===== config.mk =====
export PLATFORM = sky130hd
export DESIGN_NAME = tdm_slot_scheduler_flat
export DESIGN_NICKNAME = d
export VERILOG_FILES = /design/src/rtl/sched_pkg.sv /design/src/rtl/tdm_slot_scheduler_if.sv /design/src/rtl/sched_shifter.sv /design/src/rtl/tdm_slot_scheduler.sv /design/src/flat_wrapper.sv
export SDC_FILE = /design/constraint.sdc
export NUM_CORES = 1
export LEC_CHECK = 0
export ABC_AREA = 1
export CAP_MARGIN = 30
export CORE_ASPECT_RATIO = 0.7
export CORE_MARGIN = 2
export CORE_UTILIZATION = 49
export DETAILED_ROUTE_END_ITERATION = 16
export PLACE_DENSITY = 0.81
export SLEW_MARGIN = 20
export SYNTH_ARGS = -nofsm -noshare
export SYNTH_HDL_FRONTEND = slang
export SYNTH_SLANG_ARGS = --single-unit

===== constraint.sdc =====
create_clock -name sysclk -period 2.91 [get_ports sysclk]
set_clock_uncertainty 0.1 [all_clocks]
set_input_delay 0.291 -clock sysclk [delete_from_list [all_inputs] [get_ports sysclk]]
set_output_delay 0.291 -clock sysclk [all_outputs]
set_load 0.02 [all_outputs]

===== src/rtl/sched_pkg.sv =====
// Shared types and constants for the TDM slot scheduler.
// SCHED_PARITY_EN widens each slot to 9 bits (8 data + even parity).
package sched_pkg;

  typedef enum logic [1:0] {
    StIdle,
    StSync,
    StSlot
  } sched_state_e;

  localparam logic [7:0] DefSyncWord = 8'hE4;
  localparam logic [7:0] DefIdleByte = 8'h55;
  localparam int unsigned SyncW = 8;

`ifdef SCHED_PARITY_EN
  localparam int unsigned SlotW = 9;
`else
  localparam int unsigned SlotW = 8;
`endif

endpackage


===== src/rtl/tdm_slot_scheduler_if.sv =====
// Producer/link-side signal bundle of the TDM slot scheduler.
interface tdm_slot_scheduler_if #(
  parameter int unsigned NCH = 4
);
  logic              bit_tick;
  logic              enable;
  logic [NCH-1:0]    ch_valid;
  logic [8*NCH-1:0]  ch_data;
  logic [NCH-1:0]    ch_ack;
  logic              ser_bit;
  logic              ser_valid;
  logic              frame_start;
  logic [2:0]        slot_idx;
  logic              busy;
  logic [15:0]       underrun_cnt;

  modport master (
    output bit_tick, enable, ch_valid, ch_data,
    input  ch_ack, ser_bit, ser_valid, frame_start, slot_idx, busy, underrun_cnt
  );

  modport slave (
    input  bit_tick, enable, ch_valid, ch_data,
    output ch_ack, ser_bit, ser_valid, frame_start, slot_idx, busy, underrun_cnt
  );
endinterface


===== src/rtl/sched_shifter.sv =====
// Loadable MSB-first shift register; with SCHED_PARITY_EN an even-parity
// bit is appended below the loaded byte.
module sched_shifter
  import sched_pkg::*;
(
  input  logic       sysclk,
  input  logic       reset,
  input  logic       load_i,
  input  logic       shift_i,
  input  logic       clear_i,
  input  logic [7:0] data_i,
  output logic       bit_o
);

  logic [SlotW-1:0] sr_q;
  logic [SlotW-1:0] load_val;

  always_comb begin
`ifdef SCHED_PARITY_EN
    load_val = {data_i, ^data_i};
`else
    load_val = data_i;
`endif
  end

  always_ff @(posedge sysclk) begin
    if (reset || clear_i) begin
      sr_q <= '0;
    end else if (load_i) begin
      sr_q <= load_val;
    end else if (shift_i) begin
      sr_q <= {sr_q[SlotW-2:0], 1'b0};
    end
  end

  // The line bit is the register MSB, so it is already registered.
  assign bit_o = sr_q[SlotW-1];

endmodule


===== src/rtl/tdm_slot_scheduler.sv =====
// TDM frame scheduler: sync word then one slot per channel on a serial link.
// Optional SCHED_PARITY_EN adds an even-parity bit to each slot.
module tdm_slot_scheduler
  import sched_pkg::*;
#(
  parameter int unsigned NCH       = 4,
  parameter logic [7:0]  SYNC_WORD = DefSyncWord,
  parameter logic [7:0]  IDLE_BYTE = DefIdleByte
) (
  input logic sysclk,
  input logic reset,
  tdm_slot_scheduler_if.slave bus
);

  sched_state_e   state_q;
  logic [3:0]     bit_cnt_q;
  logic [2:0]     slot_idx_q;
  logic           frame_start_q;
  logic           ser_valid_q;
  logic           busy_q;
  logic [NCH-1:0] ch_ack_q;
  logic [15:0]    underrun_q;

  logic       ld_sync, ld_slot, go_idle, sh_shift, ld_valid;
  logic [2:0] ld_idx;
  logic [7:0] sh_data;
  logic [7:0] valid_pad;
  logic [63:0] data_pad;
  logic [7:0] ack_onehot;

  // Decode what the current tick does; nothing happens without a tick.
  always_comb begin
    ld_sync  = 1'b0;
    ld_slot  = 1'b0;
    go_idle  = 1'b0;
    sh_shift = 1'b0;
    ld_idx   = slot_idx_q;
    if (bus.bit_tick) begin
      unique case (state_q)
        StIdle: ld_sync = bus.enable;
        StSync: begin
          if (bit_cnt_q == 4'(SyncW - 1)) begin
            ld_slot = 1'b1;
            ld_idx  = 3'd0;
          end else begin
            sh_shift = 1'b1;
          end
        end
        StSlot: begin
          if (bit_cnt_q == 4'(SlotW - 1)) begin
            if (slot_idx_q == 3'(NCH - 1)) begin
              ld_sync = bus.enable;
              go_idle = !bus.enable;
            end else begin
              ld_slot = 1'b1;
              ld_idx  = slot_idx_q + 3'd1;
            end
          end else begin
            sh_shift = 1'b1;
          end
        end
        default: ;
      endcase
    end
  end

  always_comb begin
    valid_pad  = 8'(bus.ch_valid);
    data_pad   = 64'(bus.ch_data);
    ld_valid   = valid_pad[ld_idx];
    ack_onehot = 8'd1 << ld_idx;
    if (ld_sync) begin
      sh_data = SYNC_WORD;
    end else if (ld_valid) begin
      sh_data = data_pad[{ld_idx, 3'b000} +: 8];
    end else begin
      sh_data = IDLE_BYTE;
    end
  end

  always_ff @(posedge sysclk) begin
    if (reset) begin
      state_q       <= StIdle;
      bit_cnt_q     <= '0;
      slot_idx_q    <= '0;
      frame_start_q <= 1'b0;
      ser_valid_q   <= 1'b0;
      busy_q        <= 1'b0;
      ch_ack_q      <= '0;
      underrun_q    <= '0;
    end else begin
      frame_start_q <= 1'b0;
      ch_ack_q      <= '0;
      if (ld_sync) begin
        state_q       <= StSync;
        bit_cnt_q     <= '0;
        slot_idx_q    <= '0;
        frame_start_q <= 1'b1;
        ser_valid_q   <= 1'b1;
        busy_q        <= 1'b1;
      end else if (ld_slot) begin
        state_q    <= StSlot;
        bit_cnt_q  <= '0;
        slot_idx_q <= ld_idx;
        if (ld_valid) begin
          ch_ack_q <= ack_onehot[NCH-1:0];
        end else if (underrun_q != 16'hFFFF) begin
          underrun_q <= underrun_q + 16'd1;
        end
      end else if (go_idle) begin
        state_q     <= StIdle;
        bit_cnt_q   <= '0;
        slot_idx_q  <= '0;
        ser_valid_q <= 1'b0;
        busy_q      <= 1'b0;
      end else if (sh_shift) begin
        bit_cnt_q <= bit_cnt_q + 4'd1;
      end
    end
  end

  sched_shifter u_shifter (
    .sysclk  (sysclk),
    .reset   (reset),
    .load_i  (ld_sync || ld_slot),
    .shift_i (sh_shift),
    .clear_i (go_idle),
    .data_i  (sh_data),
    .bit_o   (bus.ser_bit)
  );

  assign bus.ch_ack       = ch_ack_q;
  assign bus.ser_valid    = ser_valid_q;
  assign bus.frame_start  = frame_start_q;
  assign bus.slot_idx     = slot_idx_q;
  assign bus.busy         = busy_q;
  assign bus.underrun_cnt = underrun_q;

endmodule

===== src/flat_wrapper.sv =====
// flat-port wrapper written by rule: the top's interface ports become plain ports
module tdm_slot_scheduler_flat import sched_pkg::*;
#(
  parameter int unsigned NCH       = 4,
  parameter logic [7:0]  SYNC_WORD = DefSyncWord,
  parameter logic [7:0]  IDLE_BYTE = DefIdleByte
)
  (sysclk, reset, bus_bit_tick, bus_enable, bus_ch_valid, bus_ch_data, bus_ch_ack, bus_ser_bit, bus_ser_valid, bus_frame_start, bus_slot_idx, bus_busy, bus_underrun_cnt);
  tdm_slot_scheduler_if #(.NCH(NCH)) bus_i ();
  input logic sysclk;
  input logic reset;
  input wire logic [$bits(bus_i.bit_tick)-1:0] bus_bit_tick;
  input wire logic [$bits(bus_i.enable)-1:0] bus_enable;
  input wire logic [$bits(bus_i.ch_valid)-1:0] bus_ch_valid;
  input wire logic [$bits(bus_i.ch_data)-1:0] bus_ch_data;
  output wire logic [$bits(bus_i.ch_ack)-1:0] bus_ch_ack;
  output wire logic [$bits(bus_i.ser_bit)-1:0] bus_ser_bit;
  output wire logic [$bits(bus_i.ser_valid)-1:0] bus_ser_valid;
  output wire logic [$bits(bus_i.frame_start)-1:0] bus_frame_start;
  output wire logic [$bits(bus_i.slot_idx)-1:0] bus_slot_idx;
  output wire logic [$bits(bus_i.busy)-1:0] bus_busy;
  output wire logic [$bits(bus_i.underrun_cnt)-1:0] bus_underrun_cnt;
  assign bus_i.bit_tick = bus_bit_tick;
  assign bus_i.enable = bus_enable;
  assign bus_i.ch_valid = bus_ch_valid;
  assign bus_i.ch_data = bus_ch_data;
  assign bus_ch_ack = bus_i.ch_ack;
  assign bus_ser_bit = bus_i.ser_bit;
  assign bus_ser_valid = bus_i.ser_valid;
  assign bus_frame_start = bus_i.frame_start;
  assign bus_slot_idx = bus_i.slot_idx;
  assign bus_busy = bus_i.busy;
  assign bus_underrun_cnt = bus_i.underrun_cnt;
  tdm_slot_scheduler #(.NCH(NCH), .SYNC_WORD(SYNC_WORD), .IDLE_BYTE(IDLE_BYTE)) u_core (.sysclk(sysclk), .reset(reset), .bus(bus_i));
endmodule

==> flow_metrics.tcl <==
set metrics [dict create \
    synthSimpleGateAreaFrac_pct 39.5 \
    combPwrFrac_pct 12.5 \
    maxCapViolations 0 \
    top_layer_used "met3" \
    peakVddDrop_uv 305 \
    synth.distinct_cells 35 \
    synth-seq-area-share_pct 31.0 \
    drt_iter0_drc 292 \
    postCtsResizedCells 0 \
    crit_slowest_cell "dfxtp_1" \
    critical_path.cell_chain "inv_1, ha_1, nand2_1, inv_1, a21boi_0, a21oi_4, nand3_2, nand2_4, nand2_4, nor2_4, nand2_1, nor3_1" \
    fin_crit_ps 2520 \
    cts_buffer_depth 2 \
    cts_setup_buffers 0 \
    clk_pin_slew_ps 70 \
    clock_sinks 39 \
    syn_inst 380 \
    grt_antenna_before_repair 0 \
    area_growth_pct 32.3 \
    firstDrtPassIters 5 \
    route.met2.wl_um 2930 \
    drv_slew 0 \
    dieArea_sq_um 5750 \
    drive_gt1_share_pct 8.72 \
    worst_setup_path_end_kind "register" \
    met3WireLength_um 461 \
    synth_fa_ha_area_share_pct 2.98 \
    p_int_w 0.000901 \
    cp_max_fo 23 \
    path_delay_family "simple AND/OR/NAND/NOR gates" \
    cp.arrival_ps 2630 \
    synth_top_family_by_area "simple AND/OR/NAND/NOR gates" \
    grt_usage_pct 23.5 \
    viasPerCell 5.21 \
    wirelength_um 6570 \
    min_path_type "register to register" \
    port_buffers 66 \
    synth_xor_area_share_pct 2.78 \
    ys_warn_count 0 \
    clock_latency_ps 290 \
    finalHoldViolations 0 \
    relSlewSlack_pct 67.8 \
    worstSetupStartpointType "register" \
    muxShareOfSynthArea_pct 0 \
    crit_buf_inv 2 \
    critPathKind "register to register" \
    grt_start_max_net_pins 24 \
    syn_nets 426 \
    first_global_vias 2449 \
    worst_slew_pin_slew_ps 479 \
    switching_share_pct 23.0 \
    ios 67 \
    cts_tree "built" \
    syn_area_sq_um 2520 \
    cts_hold_buffers 0 \
    fp.coreArea_sq_um 4860 \
    grt_pass1_wl_um 11200 \
    post-place-ws_ps 344 \
    multi_input_area_sq_um 1460 \
    switchingPower_w 0.000269 \
    worst_slack_ps 389 \
    row_count 21 \
    antenna_cells 0 \
    cts-root-buf "clkbuf_8" \
    met1_length_um 3180 \
    setup_tns_ps 0 \
    wl_per_cell_um 12.7 \
    die_h_um 64.0 \
    hpwl_um 5130 \
    clockPowerShare_pct 40.3 \
    detail-route-antenna-nets 0 \
    htree_levels 2 \
    cpPeakStageDelay_ps 380 \
    p_per_area_nw_per_um2 350 \
    fillers 408 \
    setup_viol 0 \
    fin_nets 492 \
    syn_area_per_cell_sq_um 6.64 \
    start_util_pct 51.9 \
    gr-total-overflow 0 \
    cp.required_ps 3020 \
    synth-seq-cells 39 \
    synth_compound_area_share_pct 12.6 \
    pwr-share-seq_pct 47.1 \
    gp_congestion 0.911 \
    die_w_um 89.8 \
    remaining_drc_errors 0 \
    via_count 2690 \
    cts_buffers 5 \
    clock.fmax_mhz 397 \
    run_status "complete, no violations" \
    finalPower_w 0.00117 \
    grt_setup_unrepaired "no" \
    period_share_pct 86.6 \
    power.leakage_nw 1.36 \
    seq_area_sq_um 781 \
]
[power by group through the flow]
| stage | clock network, W | logic (W) | registers, W |
|---|---|---|---|
| 6_report | 0.000472 | 0.000147 | 0.000551 |
| 5_1_grt | 0.000504 | 0.000161 | 0.000552 |
| 4_1_cts | 0.000479 | 0.000146 | 0.000551 |
| 3_5_place_dp | 0 | 0.000146 | 0.000563 |
| 3_3_place_gp | 0 | 0.000144 | 0.000563 |
| 2_1_floorplan | 0 | 0.0000705 | 0.000566 |
[per-stage QoR]
step                cell area (sq um)  std cells  hold slack [ps]  util [%]
finish                           3340        516              383      68.7
global route                     3340        516              415      68.7
CTS                              3340        516              385      68.7
global placement                 3220        508              366      66.3
detailed placement               3220        508              374      66.3
floorplan                        2520        380              260         -
[per-layer routing]
metal	vias up	GRT usage (%)
met5	-	0
met4	0	4.42
met3	0	4.83
met2	101	37.2
met1	1210	33.6
li1	1379	-
[synth_stat cells]
cell	number	area, sq um
buf_6	3	33.8
o21bai_2	1	11.3
nand3_1	37	185
nand3b_1	3	22.5
nand4_1	17	106
or2_2	2	12.5
o211ai_1	2	15.0
nor3_1	14	70.1
xor2_1	5	43.8
or2_1	1	6.26
a211oi_1	1	7.51
xnor2_1	3	26.3
inv_1	50	188
nand3_2	6	60.1
o22ai_1	2	12.5
buf_2	3	15.0
nand2_2	7	43.8
a21boi_0	1	7.51
nor4_1	1	6.26
o21ai_1	2	10.0
buf_8	1	15.0
nand2_1	78	293
inv_2	2	7.51
nor2_4	2	22.5
o21ai_2	1	8.76
clkbuf_1	4	15.0
nand2_4	3	33.8
ha_1	6	75.1
buf_4	1	7.51
o21ai_0	20	100
a21oi_1	26	130
dfxtp_1	39	781
a21oi_4	1	16.3
nor2_2	1	6.26
nor2_1	34	128
[worst register-to-register path, delay by kind of cell (launching register included)]
kind            cells  cell delay, ps
simple gates        7            1010
compound gates      2             450
flops               1             380
buf+inv             2             240
fa+ha+maj           1             270
[registers in the layout (all words and copies together), names as in the netlist]
name	cells
u_core.bus.underrun_cnt	16
u_core.u_shifter.sr_q	8
u_core.bit_cnt_q	4
u_core.bus.ch_ack	4
u_core.bus.slot_idx	3
u_core.state_q	2
u_core.bus.frame_start	1
u_core.bus.ser_valid	1
[cells by family (layout without fill, tap and decap cells)]
family | Yosys count | count (layout)
AOI/OAI and AO/OA | 57 | 57
xor gates and xnor gates | 8 | 8
adders and majority gates | 6 | 6
buffers and inverters | 64 | 131
DFF | 39 | 39
and+or+nand+nor | 206 | 206
[cells in the final DEF, fill, tap and decap left out, types with 2 or more instances in the layout]
master,instances
a21oi_1,26
buf_4,5
clkbuf_8,6
clkdlybuf4s50_1,66
dfxtp_1,39
ha_1,6
inv_1,50
inv_2,2
nand2_1,78
nand2_2,7
nand2_4,3
nand3_1,37
nand3_2,6
nand3b_1,3
nand4_1,17
nor2_1,34
nor2_4,2
nor3_1,14
o211ai_1,2
o21ai_0,20
o21ai_1,2
o22ai_1,2
or2_2,2
xnor2_1,3
xor2_1,5
[final timing paths]
| kind | endpoint | slack, ps | startpoint | cells past startpoint |
|---|---|---|---|---|
| worst min register to register | u_core.bit_cnt_q[1] | 380 | u_core.bit_cnt_q[1] | 2 |
| worst max register to register | u_core.bus.ch_ack[1] | 390 | u_core.state_q[1] | 12 |
| worst min-delay path | u_core.bit_cnt_q[1] | 380 | u_core.bit_cnt_q[1] | 2 |
| worst max-delay path | u_core.bus.ch_ack[1] | 390 | u_core.state_q[1] | 12 |
[cell type report]
| class | count | area share, % |
|---|---|---|
| multi-input combinational | 277 | 43.7 |
| sequential | 39 | 23.4 |
| timing repair buffer | 71 | 20.9 |
| inverter | 52 | 5.85 |
| tap | 69 | 2.59 |
| clock buffer | 6 | 2.47 |
| clock inverter | 2 | 1.05 |
Note: power is estimated with default switching activity, not from simulation.
